<file path="src/rtl/fifo_tx_pkg.sv">
// Shared types and line levels for the FIFO-fed serial transmitter.
package fifo_tx_pkg;

  typedef enum logic [2:0] {
    ST_IDLE  = 3'd0,
    ST_FETCH = 3'd1,
    ST_LOAD  = 3'd2,
    ST_START = 3'd3,
    ST_DATA  = 3'd4,
    ST_STOP  = 3'd5
  } tx_state_t;

  localparam logic START_BIT = 1'b0;
  localparam logic STOP_BIT  = 1'b1;

endpackage

</file>
<file path="src/rtl/tx_baud_gen.sv">
// Bit-period timer: counts 0..CLKS_PER_BIT-1 and ticks on the last count of each bit.
module tx_baud_gen #(
  parameter int CLKS_PER_BIT = 4
) (
  input  logic clock,
  input  logic reset,
  input  logic clear,
  output logic bit_tick
);

  localparam int CNT_W = (CLKS_PER_BIT > 1) ? $clog2(CLKS_PER_BIT) : 1;
  localparam logic [CNT_W-1:0] LAST_COUNT = CNT_W'(CLKS_PER_BIT - 1);

  logic [CNT_W-1:0] count_reg;
  logic [CNT_W-1:0] count_next;

  always_comb begin
    count_next = count_reg + 1'b1;
    if (clear || bit_tick) begin
      count_next = '0;
    end
  end

  always_ff @(posedge clock or negedge reset) begin
    if (!reset) begin
      count_reg <= '0;
    end else begin
      count_reg <= count_next;
    end
  end

  assign bit_tick = !clear && (count_reg == LAST_COUNT);

endmodule

</file>
<file path="src/rtl/fifo_tx_serializer.sv">
// Pulls words from an upstream FIFO and sends each as a start/data/stop serial frame, LSB first.
module fifo_tx_serializer
  import fifo_tx_pkg::*;
#(
  parameter int DATA_WIDTH   = 8,
  parameter int CLKS_PER_BIT = 4
) (
  input  logic                  clock,
  input  logic                  reset,
  input  logic                  enable,
  input  logic                  fifo_empty,
  input  logic [DATA_WIDTH-1:0] fifo_data,
  output logic                  fifo_read,
  output logic                  tx,
  output logic                  busy,
  output logic                  frame_done
);

  localparam int BIT_CNT_W = $clog2(DATA_WIDTH + 1);
  localparam logic [BIT_CNT_W-1:0] LAST_BIT = BIT_CNT_W'(DATA_WIDTH - 1);

  tx_state_t             state_reg;
  tx_state_t             state_next;
  logic [DATA_WIDTH-1:0] shift_reg;
  logic [DATA_WIDTH-1:0] shift_next;
  logic [BIT_CNT_W-1:0]  bit_cnt_reg;
  logic [BIT_CNT_W-1:0]  bit_cnt_next;
  logic                  baud_clear;
  logic                  bit_tick;
  logic                  start_ok;

  assign start_ok = enable && !fifo_empty;

  // Hold the bit timer at zero until the start bit begins so every bit is a full period.
  assign baud_clear = (state_reg == ST_IDLE) || (state_reg == ST_FETCH) ||
                      (state_reg == ST_LOAD);

  tx_baud_gen #(
    .CLKS_PER_BIT(CLKS_PER_BIT)
  ) u_baud_gen (
    .clock   (clock),
    .reset   (reset),
    .clear   (baud_clear),
    .bit_tick(bit_tick)
  );

  always_comb begin
    state_next   = state_reg;
    shift_next   = shift_reg;
    bit_cnt_next = bit_cnt_reg;
    case (state_reg)
      ST_IDLE: begin
        if (start_ok) begin
          state_next = ST_FETCH;
        end
      end
      ST_FETCH: begin
        state_next = ST_LOAD;
      end
      ST_LOAD: begin
        shift_next   = fifo_data;
        bit_cnt_next = '0;
        state_next   = ST_START;
      end
      ST_START: begin
        if (bit_tick) begin
          state_next = ST_DATA;
        end
      end
      ST_DATA: begin
        if (bit_tick) begin
          shift_next   = shift_reg >> 1;
          bit_cnt_next = bit_cnt_reg + 1'b1;
          if (bit_cnt_reg == LAST_BIT) begin
            state_next = ST_STOP;
          end
        end
      end
      ST_STOP: begin
        if (bit_tick) begin
          state_next = start_ok ? ST_FETCH : ST_IDLE;
        end
      end
      default: begin
        state_next = ST_IDLE;
      end
    endcase
  end

  always_ff @(posedge clock or negedge reset) begin
    if (!reset) begin
      state_reg   <= ST_IDLE;
      shift_reg   <= '0;
      bit_cnt_reg <= '0;
    end else begin
      state_reg   <= state_next;
      shift_reg   <= shift_next;
      bit_cnt_reg <= bit_cnt_next;
    end
  end

  // Outputs decode registered state only, so reset drives tx high without waiting for a clock.
  always_comb begin
    case (state_reg)
      ST_START: tx = START_BIT;
      ST_DATA:  tx = shift_reg[0];
      default:  tx = STOP_BIT;
    endcase
  end

  assign fifo_read  = (state_reg == ST_FETCH);
  assign busy       = (state_reg != ST_IDLE);
  assign frame_done = (state_reg == ST_STOP) && bit_tick;

endmodule

</file>
<file path="config.mk">
export PLATFORM = sky130hd
export DESIGN_NAME = fifo_tx_serializer
export DESIGN_NICKNAME = d
export VERILOG_FILES = /design/src/rtl/fifo_tx_pkg.sv /design/src/rtl/tx_baud_gen.sv /design/src/rtl/fifo_tx_serializer.sv
export SDC_FILE = /design/constraint.sdc
export NUM_CORES = 1
export LEC_CHECK = 0
export CAP_MARGIN = 20
export CORE_UTILIZATION = 51
export DETAILED_ROUTE_END_ITERATION = 8
export PLACE_DENSITY = 0.82
export SLEW_MARGIN = 0
export SYNTH_ARGS = -nofsm -noshare
export SYNTH_HDL_FRONTEND = slang
export SYNTH_SLANG_ARGS = --single-unit
</file>
<file path="constraint.sdc">
create_clock -name clock -period 2.04 [get_ports clock]
set_input_delay 0.408 -clock clock [delete_from_list [all_inputs] [get_ports clock]]
set_output_delay 0.408 -clock clock [all_outputs]
set_load 0.02 [all_outputs]
</file>
==> out/metrics.csv <==
stage,metric,value,unit
run_status,outcome,finished clean,
layout,post-route-cell-area,1210,um^2
cts,cts_buffers,3,
synth,synthCells,90,
cts,cts_buffer_depth,2,
run,maxCapViolCount,0,
setup_path,crit_buf_inv,2,
layout,multi_input_area,504,um^2
layout,n_antenna_cell,0,
synth,yosysSeqAreaShare,43.9,%
global_routing,antenna_found_initial,0,
power_and_ir_drop,seqPwrFrac,40.3,%
layout,nFillCells,152,
setup_path,start_kind,flop,
setup_path,cp.required,1.63,ns
setup_path,setup.worst_path.class,reg -> out,
power_and_ir_drop,ir_drop,0.000826,V
min_path,hp-class,in -> async,
layout,nets,126,
cts,clk_pin_slew,0.10,ns
setup_path,cp.depth,4,
power_and_ir_drop,p_sw_share,35.0,%
layout,drive_above_1_share,26.1,%
placement,dp_slack,0.122,ns
power_and_ir_drop,leakagePower,0.524,nW
sta,setup_viol,0,
route,vias,742,
layout,seqCellArea,427,um^2
power_and_ir_drop,p_int,0.791,mW
floorplanning,start_util,55.6,%
placement,dpl-instance-area,1180,um^2
sta,fin_ws,0.0527,ns
power_and_ir_drop,p_comb_share,44.9,%
power_and_ir_drop,p_switching,0.427,mW
sta,fin_worst_skew,0.00405,ns
synth,yosysUniqueCellTypes,36,
setup_path,slowest_delay,0.41,ns
power_and_ir_drop,pwr_density_cell,1000,nW/um^2
setup_path,rr_endpoint,shift_reg[4]$_DFFE_PN0P_,
sta,fin_worst_hold_slack,0.439,ns
synth,syn_nets,104,
synth,synth_warnings,0,
power_and_ir_drop,p_total,1.22,mW
sta,tightest_slew,0.331,ns
synth,netlist_area,970,um^2
layout,largest_reg_flops,8,
placement,routabilityCongestion,0.793,
cts,root_buffer,clkbuf_4,
setup_path,ff2ff_path_depth,5,
floorplanning,rows,15,
setup_path,path_cells,buf_4 > nor2_1 > and2_1 > dlygate4sd2_1,
sta,min_period_over_period,97.4,%
global_routing,grt_pass1_vias,659,
sta,finalHoldViolations,0,
setup_path,cp_top_family,buffers and inverters,
route,drt_first_pass_iters,5,
route,route.detailed.drc,0,
cts,clk_latency,0.29,ns
floorplanning,die_h,45.6,um
cts,cts.sinks,17,
route,drt_iter0_markers,14,
global_routing,grt_pass1_wl,3090,um
power_and_ir_drop,p_clk_share,14.7,%
cts,htreeDepth,1,
floorplanning,core,1750,um^2
floorplanning,dieArea,2080,um^2
setup_path,cp-end-kind,output pin,
sta,rsz0062_at_grt,no,
global_routing,groute.usage.overall,21.2,%
sta,fin_setup_tns,0,ns
cts,cts_tree,yes,
floorplanning,io_pins,16,
route,wl_per_cell,13.9,um
layout,final_common_cell,dfrtp_1,
sta,min_period,1.99,ns
cts,ctsHoldBuffers,0,
route,drtAntennaViolNets,0,
floorplanning,die_x,45.6,um
setup_path,path_max_fanout,13,
setup_path,timing.rr.start,u_baud_gen.count_reg[0]$_DFF_PN0_,
placement,hpwl,1340,um
setup_path,worst_ep_arrival_time,1.58,ns
global_routing,grt_overflow,0,
synth,syn_area_per_cell,10.8,um^2
layout,layout_common_cells,"dfrtp_1 (16), mux2_2 (14), clkdlybuf4s50_1 (11), o21ai_0 (9), buf_4 (7)",
setup_path,critPathSlowestCell,dfrtp_1,
sta,drv_slew,0,
synth,ys_ff_latch,17,
sta,clock.fmax,503,MHz
placement,numPortBuffers,15,
route,viasPerCell,5.46,
setup_path,r2r_slack,0.34,ns
layout,syn_to_final_growth,25.3,%
route,wirelength,1880,um
global_routing,grt_max_degree,19,
sta,max_slew_margin,77.9,%
[stage by stage]
step	cells	utilization (%)
3_5_place_dp	131	67.7
6_report	136	69.6
2_1_floorplan	90	-
5_1_grt	136	69.6
3_3_place_gp	131	67.7
4_1_cts	136	69.5
[logic make-up after synthesis]
group / share of synthesized area [%]
and+or+nand+nor: 16.6
adders and majority gates: 2.58
DFF: 43.9
muxes: 16.3
buffers and inverters: 4.39
AOI/OAI and AO/OA: 16.3
[power by group through the flow]
stage	clock [mW]	combinational, mW	sequential (mW)
after floorplan	0	0.388	0.474
after global placement	0	0.525	0.497
after detailed placement	0	0.539	0.503
after CTS	0.189	0.546	0.492
after global routing	0.204	0.601	0.504
final	0.179	0.547	0.491
[layer usage]
layer	up-vias	global-route usage, %	wire length (um)
met1	356	31.6	948
met2	10	31.7	884
met5	-	0	0
li1	374	-	-
met4	0	7.27	5
met3	2	2.38	46
[synthesized netlist by cell type (all sizes together)]
cell type	count	area, um^2
o22ai	1	6.26
nand2	3	11.3
a22oi	1	7.51
nand3	1	5.00
nand4	1	6.26
nor3	2	10.0
o21ai	9	45.0
a32oi	1	8.76
or3	1	6.26
and2	1	6.26
nor2b	1	6.26
o22a	1	8.76
clkbuf	1	3.75
and3	1	6.26
o2bb2ai	1	8.76
nand2b	3	18.8
mux2	14	158
buf	5	31.3
and4b	1	10.0
ha	2	25.0
and3b	1	8.76
a21oi	5	36.3
dfrtp	17	425
inv	2	7.51
nor4b	1	8.76
nor2	4	15.0
o21a	1	7.51
a21o	1	7.51
a221oi	1	8.76
nor3b	2	26.3
nand3b	1	7.51
and4	1	8.76
a31oi	2	12.5
[cell type report]
type                       instances  area share (%)
clock buffer                       4            2.16
multi-input combinational         65            41.5
sequential                        17            35.1
inverter                           2           0.618
tap                               25            2.57
timing repair buffer              23            18.0
[how the worst max path moves through the flow]
stage	from	end	slack, ns
floorplan	u_baud_gen.count_reg[0]$_DFF_PN0_	frame_done	0.49
global placement	state_reg[2]$_DFFE_PN0P_	fifo_read	0.12
detailed placement	state_reg[2]$_DFFE_PN0P_	fifo_read	0.12
CTS	state_reg[0]$_DFFE_PN0P_	tx	0.05
global route	state_reg[0]$_DFFE_PN0P_	tx	0.003
finish	state_reg[2]$_DFFE_PN0P_	fifo_read	0.05
[what timing repair did]
action | in CTS | in global routing
endpoints found under the hold margin | 0 | 0
resized for setup | 6 | 1
gates cloned | 0 | 0
setup buffers | 1 | 0
setup endpoints to repair | 4 | 1
No activity file was read; power rests on OpenSTA's default activity.
